$ cat src/rtl/coralnpu_axi_pkg.sv
// Shared AXI4 encodings, master FSM states and the 4KB-boundary helper
// for the command master.
package coralnpu_axi_pkg;

  typedef enum logic [1:0] {
    BURST_FIXED = 2'b00,
    BURST_INCR  = 2'b01,
    BURST_WRAP  = 2'b10
  } axi_burst_e;

  typedef enum logic [1:0] {
    RESP_OKAY   = 2'b00,
    RESP_EXOKAY = 2'b01,
    RESP_SLVERR = 2'b10,
    RESP_DECERR = 2'b11
  } axi_resp_e;

  typedef enum logic [1:0] {
    ST_IDLE = 2'b00,
    ST_RD   = 2'b01,
    ST_WR   = 2'b10
  } mst_state_e;

  localparam int AXI_4KB = 4096;

  // Evaluated in int width, so the byte count past the page offset can never wrap.
  function automatic logic crosses_4kb(input logic [11:0] addr, input logic [7:0] len,
                                       input int bytes);
    int end_byte;
    end_byte = int'(addr) + (int'(len) + 1) * bytes;
    return end_byte > AXI_4KB;
  endfunction

endpackage

$ cat src/rtl/coralnpu_axi_wbeat_ctr.sv
// W-channel beat counter: counts accepted beats from 0 up to the burst
// length and flags the final beat of the burst.
module coralnpu_axi_wbeat_ctr (
  input  logic       clk,
  input  logic       resetn,
  input  logic       start,
  input  logic [7:0] len,
  input  logic       beat,
  output logic       last,
  output logic       last_beat
);

  logic [7:0] count;
  logic [7:0] len_q;

  always_ff @(posedge clk or negedge resetn) begin
    if (!resetn) begin
      count <= 8'd0;
      len_q <= 8'd0;
    end else if (start) begin
      count <= 8'd0;
      len_q <= len;
    end else if (beat) begin
      count <= last ? 8'd0 : count + 8'd1;
    end
  end

  assign last      = (count == len_q);
  assign last_beat = beat && last;

endmodule

$ cat src/rtl/coralnpu_axi_cmd_master.sv
// AXI4 master engine: turns a command + write-data stream into INCR bursts,
// guards 4KB crossings and limits outstanding bursts per direction.
//
//   state   | meaning
//   --------+-----------------------------------------------------
//   ST_IDLE | ready for a command (subject to outstanding limit)
//   ST_RD   | AR issued, waiting for arready
//   ST_WR   | AW and/or W burst still pending
module coralnpu_axi_cmd_master
  import coralnpu_axi_pkg::*;
#(
  parameter  int AWIDTH          = 32,
  parameter  int DWIDTH          = 128,
  parameter  int IDWIDTH         = 6,
  parameter  int MAX_OUTSTANDING = 4,
  localparam int CW              = $clog2(MAX_OUTSTANDING + 1),
  localparam int BYTES           = DWIDTH / 8,
  localparam int SZ              = $clog2(BYTES)
) (
  input  logic               clk,
  input  logic               resetn,
  input  logic               cmd_valid,
  output logic               cmd_ready,
  input  logic               cmd_write,
  input  logic [IDWIDTH-1:0] cmd_id,
  input  logic [AWIDTH-1:0]  cmd_addr,
  input  logic [7:0]         cmd_len,
  output logic               cmd_err,
  input  logic               wr_valid,
  output logic               wr_ready,
  input  logic [DWIDTH-1:0]  wr_data,
  input  logic [BYTES-1:0]   wr_strb,
  output logic               awvalid,
  input  logic               awready,
  output logic [IDWIDTH-1:0] awid,
  output logic [AWIDTH-1:0]  awaddr,
  output logic [7:0]         awlen,
  output logic [2:0]         awsize,
  output logic [1:0]         awburst,
  output logic               awlock,
  output logic [3:0]         awcache,
  output logic [2:0]         awprot,
  output logic [3:0]         awqos,
  output logic [3:0]         awregion,
  output logic               wvalid,
  input  logic               wready,
  output logic [IDWIDTH-1:0] wid,
  output logic [DWIDTH-1:0]  wdata,
  output logic [BYTES-1:0]   wstrb,
  output logic               wlast,
  output logic               arvalid,
  input  logic               arready,
  output logic [IDWIDTH-1:0] arid,
  output logic [AWIDTH-1:0]  araddr,
  output logic [7:0]         arlen,
  output logic [2:0]         arsize,
  output logic [1:0]         arburst,
  output logic               arlock,
  output logic [3:0]         arcache,
  output logic [2:0]         arprot,
  output logic [3:0]         arqos,
  output logic [3:0]         arregion,
  input  logic               bvalid,
  output logic               bready,
  input  logic [IDWIDTH-1:0] bid,
  input  logic [1:0]         bresp,
  input  logic               rvalid,
  output logic               rready,
  input  logic [IDWIDTH-1:0] rid,
  input  logic [DWIDTH-1:0]  rdata,
  input  logic [1:0]         rresp,
  input  logic               rlast,
  output logic               b_valid,
  input  logic               b_ready,
  output logic [IDWIDTH-1:0] b_id,
  output logic [1:0]         b_resp,
  output logic               r_valid,
  input  logic               r_ready,
  output logic [IDWIDTH-1:0] r_id,
  output logic [DWIDTH-1:0]  r_data,
  output logic [1:0]         r_resp,
  output logic               r_last,
  output logic [CW-1:0]      wr_outstanding,
  output logic [CW-1:0]      rd_outstanding,
  output logic               idle
);

  mst_state_e state, state_nxt;

  logic accept, bad, misaligned, go_wr, go_rd;
  logic aw_hs, w_hs, ar_hs, b_hs, r_hs, w_last_hs;
  logic aw_done, w_done, w_open;
  logic wr_dec, rd_dec;

  assign cmd_ready = (state == ST_IDLE) &&
                     (cmd_write ? (wr_outstanding < CW'(MAX_OUTSTANDING))
                                : (rd_outstanding < CW'(MAX_OUTSTANDING)));
  assign accept     = cmd_valid && cmd_ready;
  assign misaligned = (cmd_addr & AWIDTH'(BYTES - 1)) != '0;
  assign bad        = misaligned || crosses_4kb(cmd_addr[11:0], cmd_len, BYTES);
  assign go_wr      = accept && !bad && cmd_write;
  assign go_rd      = accept && !bad && !cmd_write;

  assign aw_hs = awvalid && awready;
  assign w_hs  = wvalid && wready;
  assign ar_hs = arvalid && arready;
  assign b_hs  = bvalid && bready;
  assign r_hs  = rvalid && rready && rlast;

  always_ff @(posedge clk or negedge resetn) begin
    if (!resetn) state <= ST_IDLE;
    else         state <= state_nxt;
  end

  always_comb begin
    state_nxt = state;
    case (state)
      ST_IDLE: begin
        if (go_wr)      state_nxt = ST_WR;
        else if (go_rd) state_nxt = ST_RD;
      end
      ST_RD:   if (ar_hs) state_nxt = ST_IDLE;
      ST_WR:   if ((aw_done || aw_hs) && (w_done || w_last_hs)) state_nxt = ST_IDLE;
      default: state_nxt = ST_IDLE;
    endcase
  end

  always_ff @(posedge clk or negedge resetn) begin
    if (!resetn) begin
      cmd_err <= 1'b0;
      awvalid <= 1'b0;
      awid    <= '0;
      awaddr  <= '0;
      awlen   <= 8'd0;
      wid     <= '0;
      arvalid <= 1'b0;
      arid    <= '0;
      araddr  <= '0;
      arlen   <= 8'd0;
      aw_done <= 1'b0;
      w_done  <= 1'b0;
    end else begin
      cmd_err <= accept && bad;
      if (go_wr) begin
        awvalid <= 1'b1;
        awid    <= cmd_id;
        awaddr  <= cmd_addr;
        awlen   <= cmd_len;
        wid     <= cmd_id;
        aw_done <= 1'b0;
        w_done  <= 1'b0;
      end else begin
        if (aw_hs) begin
          awvalid <= 1'b0;
          aw_done <= 1'b1;
        end
        if (w_last_hs) w_done <= 1'b1;
      end
      if (go_rd) begin
        arvalid <= 1'b1;
        arid    <= cmd_id;
        araddr  <= cmd_addr;
        arlen   <= cmd_len;
      end else if (ar_hs) begin
        arvalid <= 1'b0;
      end
    end
  end

  // W beats stream straight from the requester while the burst window is open.
  assign w_open   = (state == ST_WR) && !w_done;
  assign wvalid   = wr_valid && w_open;
  assign wr_ready = wready && w_open;
  assign wdata    = wr_data;
  assign wstrb    = wr_strb;

  coralnpu_axi_wbeat_ctr u_wbeat_ctr (
    .clk       (clk),
    .resetn    (resetn),
    .start     (go_wr),
    .len       (cmd_len),
    .beat      (w_hs),
    .last      (wlast),
    .last_beat (w_last_hs)
  );

  assign wr_dec = b_hs && (wr_outstanding != '0);
  assign rd_dec = r_hs && (rd_outstanding != '0);

  always_ff @(posedge clk or negedge resetn) begin
    if (!resetn) begin
      wr_outstanding <= '0;
      rd_outstanding <= '0;
    end else begin
      case ({aw_hs, wr_dec})
        2'b10:   wr_outstanding <= wr_outstanding + CW'(1);
        2'b01:   wr_outstanding <= wr_outstanding - CW'(1);
        default: wr_outstanding <= wr_outstanding;
      endcase
      case ({ar_hs, rd_dec})
        2'b10:   rd_outstanding <= rd_outstanding + CW'(1);
        2'b01:   rd_outstanding <= rd_outstanding - CW'(1);
        default: rd_outstanding <= rd_outstanding;
      endcase
    end
  end

  no_b_underflow: assert property (@(posedge clk) disable iff (!resetn)
                                   !(b_hs && wr_outstanding == '0));
  no_r_underflow: assert property (@(posedge clk) disable iff (!resetn)
                                   !(r_hs && rd_outstanding == '0));

  assign awsize   = 3'(SZ);
  assign awburst  = BURST_INCR;
  assign awlock   = 1'b0;
  assign awcache  = 4'd0;
  assign awprot   = 3'd0;
  assign awqos    = 4'd0;
  assign awregion = 4'd0;
  assign arsize   = 3'(SZ);
  assign arburst  = BURST_INCR;
  assign arlock   = 1'b0;
  assign arcache  = 4'd0;
  assign arprot   = 3'd0;
  assign arqos    = 4'd0;
  assign arregion = 4'd0;

  assign bready  = b_ready;
  assign b_valid = bvalid;
  assign b_id    = bid;
  assign b_resp  = bresp;
  assign rready  = r_ready;
  assign r_valid = rvalid;
  assign r_id    = rid;
  assign r_data  = rdata;
  assign r_resp  = rresp;
  assign r_last  = rlast;

  assign idle = (state == ST_IDLE) && (wr_outstanding == '0) && (rd_outstanding == '0);

endmodule

$ cat config.mk
export PLATFORM = sky130hd
export DESIGN_NAME = coralnpu_axi_cmd_master
export DESIGN_NICKNAME = d
export VERILOG_FILES = /design/src/rtl/coralnpu_axi_pkg.sv /design/src/rtl/coralnpu_axi_wbeat_ctr.sv /design/src/rtl/coralnpu_axi_cmd_master.sv
export SDC_FILE = /design/constraint.sdc
export NUM_CORES = 1
export LEC_CHECK = 0
export CAP_MARGIN = 5
export CELL_PAD_IN_SITES_DETAIL_PLACEMENT = 1
export CELL_PAD_IN_SITES_GLOBAL_PLACEMENT = 2
export CORE_AREA = 5 5 308 310
export CTS_CLUSTER_DIAMETER = 100
export DETAILED_ROUTE_END_ITERATION = 12
export DIE_AREA = 0 0 313 315
export PLACE_DENSITY_LB_ADDON = 0.1
export SYNTH_ARGS = -nofsm -noshare
export SYNTH_HDL_FRONTEND = slang
export SYNTH_SLANG_ARGS = --single-unit
export TNS_END_PERCENT = 5
$ cat constraint.sdc
create_clock -name clk -period 3.3 [get_ports clk]
set_input_delay 0.99 -clock clk [delete_from_list [all_inputs] [get_ports clk]]
set_output_delay 0.99 -clock clk [all_outputs]
set_load 0.02 [all_outputs]
### Word-level counts from Yosys, hierarchy flattened

Index checks and enable logic that the tools add are counted.

* flip-flop bits (word level): 113
* input port bits: 347
* word-level logic and storage cells: 94

* add/sub/neg operators: 7
* $lt $le $gt $ge: 3
* equality and inequality tests: 10
* multiplexer cells: 19
* reduce and logical (&&, ||, !) cells: 40

Operators with widths (number)
* $reduce_bool 32->1: 1
* $mux 8: 3
* $logic_and 1x1->1: 21
* $add 12x13->14: 1
* $gt 14x13->1 const B: 1
* $pmux 3 s2: 2
* $reduce_bool 2->1: 6
* $add 8x1->9 const B: 1
* $mux 1: 9
* $add 8x1->8 const B: 1
* $eq 8x8->1: 1
* $mux 2: 4
* $add 3x1->3 const B: 2
* $eq 2x1->1 const B: 3
* $eq 2x2->1 const B: 3
* $logic_not 3->1: 2
* $lt 3x3->1 const B: 2
* $pmux 2 s3: 1
* $reduce_bool 3->1: 2
* $sub 3x1->3 const B: 2
* $ne 2x2->1 const B: 2
* $logic_not 1->1: 3
* $logic_or 1x1->1: 3
* $ne 3x3->1 const B: 1
* other kinds (2): 2

### Logic depth before layout (Yosys ltp)

Gate-level depths: netlist of run 1.

* depth after elaboration: 10
* depth in mapped cells: 14
* gate-level depth less buffers: 12

### Modules after synthesis

Synthesis of run 1 repeated with hierarchy kept, for this count alone.

* cell total of the unflattened synthesis: 743
* area, all modules: 7970.1 µm²

By module, submodules not included
* coralnpu_axi_cmd_master: instances 1, cells an instance 665, area an instance 7100.6 µm², sequential area each 2627.5 µm²
* coralnpu_axi_wbeat_ctr: instances 1, cells an instance 78, area an instance 869.6 µm², sequential area each 400.4 µm²

### Worst setup path before layout of run 1

OpenSTA, ideal clock, no wires.

* path type: input port to flip-flop
* start: in cmd_len[0]
* end: reg araddr[13]
* setup time: 128 ps
* data arrival time: 4010 ps
* data required time: 3172 ps
* slack: -837 ps
* cell stages on the path: 12
* path buffers: 2
* path through: ha_1 xor2_1 ha_1 o211a_1 a221o_1 a31o_1 xor2_1 o41a_1 nor4_2 buf_4 buf_4 mux2_1

* word-level cells in the longest chain between the ends: 7

RTL lines
* start: declaration: RTL line coralnpu_axi_cmd_master.sv:27 `input logic [7:0] cmd_len,`
* $add 8x1->9: RTL line coralnpu_axi_pkg.sv:30 `end_byte = int'(addr) + (int'(len) + 1) * bytes;`
* $add 12x13->14: RTL line coralnpu_axi_pkg.sv:30
* $gt 14x13->1: RTL line coralnpu_axi_pkg.sv:31 `return end_byte > AXI_4KB;`
* $logic_or 1x1->1: RTL line coralnpu_axi_cmd_master.sv:100 `assign bad = misaligned || crosses_4kb(cmd_addr[11:0], cmd_len, BYTES);`
* $logic_not 1->1: RTL line coralnpu_axi_cmd_master.sv:102 `assign go_rd = accept && !bad && !cmd_write;`
* $logic_and 1x1->1 (2 in series): RTL line coralnpu_axi_cmd_master.sv:102
* end signal: assignment: RTL line coralnpu_axi_cmd_master.sv:162 `araddr <= cmd_addr;`
* end: declaration: RTL line coralnpu_axi_cmd_master.sv:54 `output logic [AWIDTH-1:0] araddr,`

No other way between the ends.
A chain may end at the register's enable or synchronous reset.

### Final worst setup path of run 1

* start: in cmd_len[1]
* end: reg araddr[6]

Same word-level chain as after synthesis.

==> results of run 1 <==
## synth_stat cells, drive strengths merged, types with 2 or more instances
| library cell | n |
|---|---|
| nor2 | 19 |
| nand4 | 6 |
| inv | 13 |
| dfrtp | 113 |
| nor3 | 5 |
| mux2 | 84 |
| buf | 352 |
| nor4 | 3 |
| nand2 | 9 |
| nand3 | 6 |
| nor2b | 10 |
| mux2i | 2 |
| ha | 13 |
| and4 | 2 |
| a21o | 3 |
| xnor2 | 15 |
| a21oi | 11 |
| a31o | 2 |
| xor2 | 14 |
| nor3b | 4 |
| and3 | 3 |
| o21ai | 7 |
| conb | 2 |
| fa | 3 |
## path summary, 6_finish.rpt
path                                                     from                       endpoint  slack (ns)  cells past startpoint
worst max-delay path                               cmd_len[1]          araddr[6]$_DFFE_PN0P_       -0.53                     16
worst min-delay path                                   resetn         araddr[13]$_DFFE_PN0P_        0.46                      1
max in group asynchronous                              resetn  wr_outstanding[2]$_DFFE_PN0P_        2.11                      2
worst min register to register            aw_done$_DFFE_PN0P_            aw_done$_DFFE_PN0P_        0.48                      2
min in group clk                          aw_done$_DFFE_PN0P_            aw_done$_DFFE_PN0P_        0.48                      2
worst max register to register  rd_outstanding[2]$_DFFE_PN0P_          araddr[6]$_DFFE_PN0P_        0.64                     10
## layout make-up
| type | instances | area (um^2) |
|---|---|---|
| clock buffer | 21 | 470 |
| fill | 10542 | 81200 |
| inverter | 13 | 48.8 |
| timing repair buffer | 247 | 2540 |
| multi-input combinational | 278 | 2590 |
| clock inverter | 11 | 183 |
| sequential | 113 | 2830 |
| antenna | 4 | 10.0 |
| tap | 1186 | 1480 |
## stage by stage
step | setup WS [ns] | util | std cells | setup TNS, ns | instance area (um^2)
3_5_place_dp | -1.74 | 0.0969 | 1820 | -179.57 | 8850
4_1_cts | -0.564 | 0.109 | 1869 | -53.16 | 9940
3_3_place_gp | -1.78 | 0.0969 | 1820 | -183.62 | 8850
5_1_grt | -0.618 | 0.111 | 1872 | -57.21 | 10200
6_report | -0.530 | 0.111 | 1873 | -46.87 | 10200
2_1_floorplan | -0.677 | - | 756 | -58.57 | 7740
## power by group through the flow
stage / clock [mW] / combinational [mW] / sequential (mW)
after floorplan: 0 / 1.13 / 2.18
after detailed placement: 0 / 2.03 / 1.93
after CTS: 2.35 / 2.12 / 1.92
final: 2.18 / 2.11 / 1.90
after global placement: 0 / 2.04 / 1.93
after global routing: 2.37 / 2.29 / 1.95
## worst max-delay path: cells and delay by family
family	cells	cell delay, ns
compound gates	3	0.99
buf+inv	6	0.85
fa+ha+maj	2	0.46
mux	1	0.31
xor+xnor	2	0.28
simple gates	2	0.27
## logic make-up (layout without fill, tap and decap cells)
kind of cell    after synthesis  in the layout  synth area share
buf+inv                     365            292             0.354
flops                       113            113             0.374
mux                          86             86             0.128
simple gates                 73             73            0.0532
compound gates               32             32            0.0274
xor+xnor                     29             29            0.0336
fa+ha+maj                    16             16            0.0294
other cells                   2             46          0.000992
## registers in the layout, summed over array words and instances (netlist names)
name / flops
araddr: 32
cmd_err: 1
awaddr: 32
arvalid: 1
aw_done: 1
w_done: 1
arlen: 8
u_wbeat_ctr.count: 8
rd_outstanding: 3
awvalid: 1
wid: 6
arid: 6
wr_outstanding: 3
state: 2
u_wbeat_ctr.len_q: 8
## metal layers
| layer | track usage | part of all wire | vias to the layer above |
|---|---|---|---|
| met5 | 0.00692 | 0.0021 | - |
| li1 | - | - | 1880 |
| met1 | 0.0649 | 0.37 | 2162 |
| met4 | 0.0402 | 0.054 | 4 |
| met3 | 0.0387 | 0.11 | 147 |
| met2 | 0.100 | 0.46 | 299 |
## repair_timing
| item | in CTS | in global routing |
|---|---|---|
| gates resized for setup | 95 | 53 |
| pin swaps | 15 | 4 |
| setup buffers | 12 | 0 |
| cloned | 5 | 0 |
| endpoints found under the setup margin | 110 | 109 |
| hold endpoints to repair | 0 | 0 |
==> impl_metrics.json, run 1 <==
{
  "slew_viol_final": 0,
  "antenna_found_initial": 5,
  "ys_seq_area_frac": 0.374,
  "grt_max_degree": 48,
  "cts_hold_buf": 0,
  "maxCapViolCount": 0,
  "p_per_area_mw_per_mm2": 610,
  "setup_violations": 106,
  "fin_hold_ws_ns": 0.460,
  "hp-class": "input port to asynchronous set/reset pin",
  "h-tree-depth": 4,
  "failed_checks": "negative setup slack",
  "overflow": 0,
  "clk_transition_reported_paths_ns": 0.06,
  "dp_hpwl_um": 23300,
  "cts_tree": "done",
  "portBuffers": 175,
  "slowest_delay_ns": 0.51,
  "cp_common_cell": "buf_6",
  "final_common_cell": "clkdlybuf4s50_1",
  "end_kind": "flip-flop",
  "crit_chain": "buf_8 > ha_4 > nand3_4 > xnor2_2 > ha_1 > o211a_1 > a221o_1 > buf_4 > xor2_1 > o41a_1 > buf_6 > nor4_4 > buf_6 > buf_12 > buf_16 > mux2_4",
  "ys_types": 44,
  "max_freq_mhz": 261,
  "report.final.hold_viol_count": 0,
  "period_share": 1.16,
  "drc": 0,
  "start_util": 0.0828,
  "numClockSinks": 113,
  "ios": 794,
  "clock_skew_ns": 0.00948,
  "relSlewSlack": 0.648,
  "rsz0062_at_grt": "true",
  "core_mm2": 0.0914,
  "die-area_mm2": 0.0986,
  "grt_pass1_vias": 5318,
  "yosysTopAreaCellShare": 0.374,
  "synth_flop_cell": "dfrtp_1",
  "cp_data_arrival_time_ns": 4.19,
  "drtPass1Iterations": 4,
  "power_mw": 6.19,
  "netlist_area_mm2": 0.00757,
  "die_w_um": 313,
  "nNetsFinal": 1033,
  "routed_wirelength_um": 31800,
  "outcome": "complete, but fails checks",
  "p_seq_frac": 0.307,
  "syn_to_final_growth_pct": 34.2,
  "slowest_stage": "o41a_1",
  "wl_per_cell_um": 17.0,
  "clockBufferDepth": 2,
  "startpoint_type": "input port",
  "grt_use_total": 0.0641,
  "grt_first_pass_wirelength_um": 43500,
  "tightest_slew_ns": 0.522,
  "clk_latency_ns": 0.48,
  "vias": 4492,
  "worstPathRequired_ns": 3.66,
  "finalWorstSetupSlack_ns": -0.530,
  "syn_inst": 716,
  "worstSetupPathType": "input port to flip-flop",
  "fin_crit_ns": 3.83,
  "netlist_top_cells_area": "dfrtp_1 37%, buf_4 34%, mux2_2 9.8%",
  "yosys_warnings": 0,
  "ant_nets": 0,
  "fp-row-count": 111,
  "power.clock.fraction": 0.353,
  "worst-path-max-fanout": 7,
  "syn_avg_cell_area_um2": 10.6,
  "p_int_mw": 4.14,
  "drive_gt1_frac": 0.310,
  "numCtsBuffers": 17,
  "root_buffer": "clkbuf_16",
  "combPwrFrac": 0.340,
  "viasPerCell": 2.40,
  "layout_common_cells": "158 x clkdlybuf4s50_1, 113 x dfrtp_1, 69 x mux2_4",
  "synth-edff-count": 0,
  "synth_seq_cells": 113,
  "async_reset_ff_frac": 1.00,
  "synth_top_area_cell": "dfrtp_1",
  "routabilityCongestion": 0.614,
  "drt-initial-drc-count": 106,
  "p_sw_frac": 0.331,
  "vdd_ir_drop_max_v": 0.000416,
  "fp.dieH_um": 315,
  "leakage_nw": 4.19,
  "switchingPower_mw": 2.05
}
(Power assumes the default switching activity.)
==> inputs of run 2 (changes only) <==
--- a/config.mk
+++ b/config.mk
@@ -8,10 +8,10 @@
 export CAP_MARGIN = 5
 export CELL_PAD_IN_SITES_DETAIL_PLACEMENT = 1
 export CELL_PAD_IN_SITES_GLOBAL_PLACEMENT = 2
-export CORE_AREA = 5 5 308 310
+export CORE_AREA = 2 2 305 307
 export CTS_CLUSTER_DIAMETER = 100
 export DETAILED_ROUTE_END_ITERATION = 12
-export DIE_AREA = 0 0 313 315
+export DIE_AREA = 0 0 307 309
 export PLACE_DENSITY_LB_ADDON = 0.1
 export SYNTH_ARGS = -nofsm -noshare
 export SYNTH_HDL_FRONTEND = slang
==> run 2 against run 1 <==
Compared with the run above:
- worst setup slack got worse by 0.070 ns
- maximum frequency decreased by 1.8%
- sequential power about the same
- design area increased by 2.0%
- largest power group is now combinational logic
- total power decreased by 4.3%
- clock power decreased by 13%
- critical endpoint is now araddr[4]$_DFFE_PN0P_
- sequential share of layout area decreased by 0.55 points
- the flow still finishes with violations (negative setup slack)
==> impl_metrics.json, run 2 (synthesis gave the netlist of run 1 again) <==
{
  "vdd_ir_drop_max_v": 0.000328,
  "overflow": 0,
  "drt-initial-drc-count": 129,
  "nNetsFinal": 1051,
  "fp.dieH_um": 309,
  "worstSetupPathType": "input port to flip-flop",
  "max_freq_mhz": 256,
  "cp_data_arrival_time_ns": 4.25,
  "ios": 794,
  "numCtsBuffers": 17,
  "slew_viol_final": 0,
  "failed_checks": "negative setup slack",
  "grt_use_total": 0.0662,
  "drc": 0,
  "start_util": 0.0828,
  "use_met3": 0.0370,
  "cts_tree": "done",
  "ff2ff_setup_slack_ns": 0.63,
  "worstPathRequired_ns": 3.65,
  "reg_top3": "araddr x32, awaddr x32",
  "routabilityCongestion": 0.616,
  "fp-row-count": 111,
  "viasPerCell": 2.42,
  "antenna_found_initial": 4,
  "startpoint_type": "input port",
  "fin_cells": 1886,
  "drive_gt1_frac": 0.336,
  "clk_transition_reported_paths_ns": 0.06,
  "crit_chain": "buf_8 > ha_4 > xor2_4 > ha_4 > a211o_1 > a221o_1 > a31o_1 > xor2_1 > o41a_1 > buf_4 > nor4_4 > buf_6 > buf_12 > buf_12 > buf_12 > mux2_4",
  "routed_wirelength_um": 31300,
  "clockBufferDepth": 2,
  "end_kind": "flip-flop",
  "rsz0062_at_grt": "true",
  "clk_latency_ns": 0.48,
  "numClockSinks": 113,
  "layout_common_cells": "156 x clkdlybuf4s50_1, 113 x dfrtp_1, 77 x mux2_4",
  "dp_hpwl_um": 23500,
  "dp.cells": 1832,
  "grt_pass1_vias": 5334,
  "diodes": 0,
  "period_share": 1.18,
  "seqCellArea_mm2": 0.00283,
  "cp_common_cell": "buf_12",
  "ant_nets": 0,
  "reg2reg_to": "araddr[4]$_DFFE_PN0P_",
  "relSlewSlack": 0.486,
  "reg2reg_depth": 11,
  "slowest_delay_ns": 0.36,
  "portBuffers": 175,
  "drtPass1Iterations": 4,
  "die_w_um": 307,
  "root_buffer": "clkbuf_16",
  "final_common_cell": "clkdlybuf4s50_1",
  "wl_per_cell_um": 16.6,
  "multi_input_area_mm2": 0.00266,
  "slowest_stage": "a221o_1",
  "fin_util": 0.113,
  "grt_max_degree": 45,
  "busiest_layer": "met2",
  "use_met1": 0.0709,
  "fin_crit_ns": 3.90,
  "finalWorstSetupSlack_ns": -0.599,
  "core_mm2": 0.0914,
  "tightest_slew_ns": 0.764,
  "timing.rr.start": "rd_outstanding[2]$_DFFE_PN0P_",
  "worst-path-max-fanout": 5,
  "report.final.hold_viol_count": 0,
  "maxCapViolCount": 0,
  "cts_hold_buf": 0,
  "die-area_mm2": 0.0949,
  "leakage_nw": 4.27,
  "syn_to_final_growth_pct": 36.9,
  "p_per_area_mw_per_mm2": 572,
  "clock_skew_ns": 0.0175,
  "use_met2": 0.0953,
  "grt_first_pass_wirelength_um": 42500,
  "h-tree-depth": 4,
  "n_fill_cell": 10518,
  "hp-class": "input port to asynchronous set/reset pin",
  "setup_violations": 106,
  "vias": 4566,
  "outcome": "complete, but fails checks"
}
## run 2: cell count changes in the layout (fill, tap and decap cells not counted), sizes merged
cell | previous run | this run
buf | 80 | 96
bufinv | 5 | 1
clkbuf | 21 | 22
clkdlybuf4s15 | 0 | 1
clkdlybuf4s50 | 158 | 156
clkinv | 5 | 6
clkinvlp | 1 | 3
diode | 4 | 0
dlygate4sd2 | 5 | 10
dlymetal6s2s | 4 | 1
## run 2: how the worst max path moves through the flow
stage          slack [ns]                               end       start  cells after the start
2_1_floorplan       -0.68            araddr[13]$_DFFE_PN0P_  cmd_len[0]                     12
3_3_place_gp        -1.71  u_wbeat_ctr.len_q[2]$_DFFE_PN0N_  cmd_len[0]                     14
6_report            -0.60             araddr[4]$_DFFE_PN0P_  cmd_len[0]                     16
4_1_cts             -0.66  u_wbeat_ctr.len_q[5]$_DFFE_PN0N_  cmd_len[1]                     17
3_5_place_dp        -1.71  u_wbeat_ctr.len_q[1]$_DFFE_PN0N_  cmd_len[1]                     14
5_1_grt             -0.67             araddr[6]$_DFFE_PN0P_  cmd_len[0]                     16
## run 2: power by group
part           switching [mW]  internal [mW]  total (mW)  leakage, nW
Sequential              0.244           1.67        1.91         1.52
Combinational            1.03           1.08        2.11         2.48
Clock                   0.819           1.08        1.90        0.270
## run 2: final cells by class
type | instances | area share
clock buffers | 21 | 0.0454
clock inverters | 10 | 0.00833
multi-input cells | 278 | 0.257
repair buffers | 265 | 0.269
inverters | 13 | 0.00471
flip-flops and latches | 113 | 0.273
well taps | 1186 | 0.143
## run 2: metrics by stage
stage	setup WS (ns)	area, um^2	hold WS, ns	total power [mW]	TNS, ns
after floorplan	-0.677	7740	0.447	3.31	-58.57
after global placement	-1.71	8990	0.469	3.97	-172.09
after detailed placement	-1.71	8990	0.478	3.95	-173.10
after CTS	-0.661	10200	0.338	6.14	-60.96
after global routing	-0.669	10400	0.374	6.33	-57.69
final	-0.599	10400	0.395	5.93	-49.57
## run 2: critical path: cells and delay by family
| family | cells | cell delay [ns] |
|---|---|---|
| adder cells (fa/ha/maj) | 2 | 0.35 |
| buffers and inverters | 6 | 0.76 |
| multiplexers | 1 | 0.30 |
| AO/OA/AOI/OAI | 4 | 1.26 |
| AND/OR/NAND/NOR | 1 | 0.27 |
| XOR/XNOR | 2 | 0.30 |
## run 2: per-layer routing
metal | wire [um] | vias up
met5 | 7 | -
met4 | 2120 | 2
met3 | 3580 | 162
met2 | 13600 | 312
met1 | 12000 | 2187
li1 | - | 1903
## run 2: timing repair
action                                  CTS  global route
setup buffers                            19             3
endpoints found under the setup margin  111           107
hold endpoints to repair                  0             0
resized for setup                       141            36
pin swaps                                12            17
cloned                                    3             0
==> inputs of run 3 (changes only) <==
--- a/config.mk
+++ b/config.mk
@@ -12,6 +12,8 @@
 export CTS_CLUSTER_DIAMETER = 100
 export DETAILED_ROUTE_END_ITERATION = 12
 export DIE_AREA = 0 0 307 309
+export GPL_ROUTABILITY_DRIVEN = 0
+export GPL_TIMING_DRIVEN = 0
 export PLACE_DENSITY_LB_ADDON = 0.1
 export SYNTH_ARGS = -nofsm -noshare
 export SYNTH_HDL_FRONTEND = slang
==> run 3 against run 2 <==
Compared with the run above:
- the flow still finishes with violations (negative setup slack)
- first-iteration DRC count rose by 7.8%
- design area rose by 47%
- final cell count rose by 31%
- clock skew fell by 0.0063 ns
- global-route usage rose by 1.3 points
- critical path depth fell by 3
- die area did not move
- clock power rose by 14%
- sequential share of layout area fell by 8.8 points
- combinational power rose by 40%
- critical path type unchanged
==> impl_metrics.json, run 3 (synthesis gave the netlist of run 1 again) <==
{
  "clockBufferDepth": 2,
  "power_mw": 7.02,
  "nNetsFinal": 1623,
  "fp-row-count": 111,
  "period_share": 1.16,
  "reg_top3": "araddr x32, awaddr x32",
  "worst-path-max-fanout": 5,
  "grt_use_total": 0.0796,
  "slew_viol_final": 0,
  "die-area_mm2": 0.0949,
  "outcome": "complete, but fails checks",
  "antenna_found_initial": 9,
  "wl_met2_um": 21900,
  "routed_wirelength_um": 39900,
  "die_w_um": 307,
  "place_ws_ns": -2.08,
  "root_buffer": "clkbuf_16",
  "tightest_slew_ns": 0.986,
  "failed_checks": "negative setup slack",
  "maxCapViolCount": 0,
  "grt_first_pass_wirelength_um": 52900,
  "clk_transition_reported_paths_ns": 0.07,
  "setup_violations": 106,
  "syn_to_final_growth_pct": 102,
  "vias": 6699,
  "startpoint_type": "input port",
  "cp_data_arrival_time_ns": 4.17,
  "p_per_area_mw_per_mm2": 460,
  "grt_pass1_vias": 7091,
  "hp-class": "input port to asynchronous set/reset pin",
  "cts_tree": "done",
  "ios": 794,
  "routed.top_layer": "met5",
  "vdd_ir_drop_max_v": 0.000211,
  "fin_hold_ws_ns": 0.442,
  "dpl_cell_area_mm2": 0.0139,
  "relSlewSlack": 0.337,
  "max_freq_mhz": 261,
  "numClockSinks": 113,
  "wl_met3_um": 4410,
  "drc": 0,
  "drt-initial-drc-count": 139,
  "layout_common_cells": "443 x clkdlybuf4s50_1, 352 x buf_4, 113 x dfrtp_1",
  "drive_gt1_frac": 0.407,
  "cts_hold_buf": 0,
  "leakage_nw": 6.73,
  "h-tree-depth": 4,
  "numCtsBuffers": 17,
  "worstSetupPathType": "input port to flip-flop",
  "wl_per_cell_um": 16.2,
  "rsz0062_at_grt": "true",
  "ant_nets": 0,
  "viasPerCell": 2.72,
  "clock_skew_ns": 0.0112,
  "fin_util": 0.167,
  "report.final.hold_viol_count": 0,
  "clk_latency_ns": 0.46,
  "fp.dieH_um": 309,
  "drt-met1-wl_um": 12900,
  "core_mm2": 0.0914,
  "fin_crit_ns": 3.83,
  "finalWorstSetupSlack_ns": -0.527,
  "overflow": 0,
  "design_area_mm2": 0.0153,
  "final_common_cell": "clkdlybuf4s50_1",
  "worstPathRequired_ns": 3.64,
  "dp_hpwl_um": 33300,
  "drtPass1Iterations": 3,
  "start_util": 0.0828,
  "portBuffers": 463,
  "end_kind": "flip-flop",
  "grt_max_degree": 71
}
run 3: cell count changes in the layout (fill, tap and decap cells not counted), moves of 4 or more:
cell             before  now
buf_4                49  352
clkdlybuf4s50_1     156  443
mux2_4               77   51
mux2_2                7   30
buf_6                21   10
buf_12               16   11
buf_8                 6    2
bufinv_16             1    5
clkinv_2              5    1
run 3: per-layer routing:
layer	vias up	GRT usage
met2	385	0.149
met3	34	0.0410
met1	3210	0.0747
li1	3058	-
met5	-	0
met4	12	0.0250
run 3: worst paths after layout:
check                                                   endpoint                          start  depth (start not counted)  slack [ns]
worst min register to register               aw_done$_DFFE_PN0P_            aw_done$_DFFE_PN0P_                          2        0.49
worst min-delay path                         arid[1]$_DFFE_PN0P_                         resetn                          1        0.44
max in group asynchronous                 awaddr[26]$_DFFE_PN0N_                         resetn                          2        2.04
worst max-delay path                       araddr[4]$_DFFE_PN0P_                     cmd_len[1]                         13       -0.53
min in group clk                             aw_done$_DFFE_PN0P_            aw_done$_DFFE_PN0P_                          2        0.49
worst max register to register  u_wbeat_ctr.len_q[3]$_DFFE_PN0N_  rd_outstanding[2]$_DFFE_PN0P_                          8        0.71
run 3: worst max-delay path: stages:
cell and delay, ns:
buf_12 0.11, ha_4 0.27, ha_4 0.18, a211o_1 0.32, a221o_1 0.38, buf_4 0.15, xor2_1 0.14, o41a_1 0.51
buf_6 0.16, nor4_4 0.27, buf_6 0.20, clkbuf_16 0.17, mux2_4 0.30
run 3: final cells by class:
class	count	area, um^2
antenna	3	7.51
buffer	350	2700
clock buffer	20	457
clock inverter	12	204
fill	10507	76100
inverter	13	48.8
multi-input combinational	278	2590
sequential	113	2830
tap	1186	1480
timing repair buffer	487	4950
run 3: stage by stage:
stage,instances,TNS (ns)
CTS,2454,-54.64
floorplan,756,-58.57
global placement,2405,-753.76
finish,2462,-40.99
detailed placement,2407,-208.96
global route,2460,-51.34
run 3: report_power, final:
part | total (mW) | leakage [nW] | switching [mW] | internal (mW)
sequential | 1.89 | 1.52 | 0.215 | 1.67
clock | 2.17 | 0.313 | 0.793 | 1.38
combinational | 2.96 | 4.90 | 1.42 | 1.53
total | 7.02 | 6.73 | 2.43 | 4.59
run 3: what timing repair did:
action | 4_1_cts | 5_1_grt
buffers inserted | 14 | 6
gates resized for setup | 140 | 33
endpoints found under the setup margin | 112 | 108
pin swaps | 10 | 13
gates cloned | 1 | 2
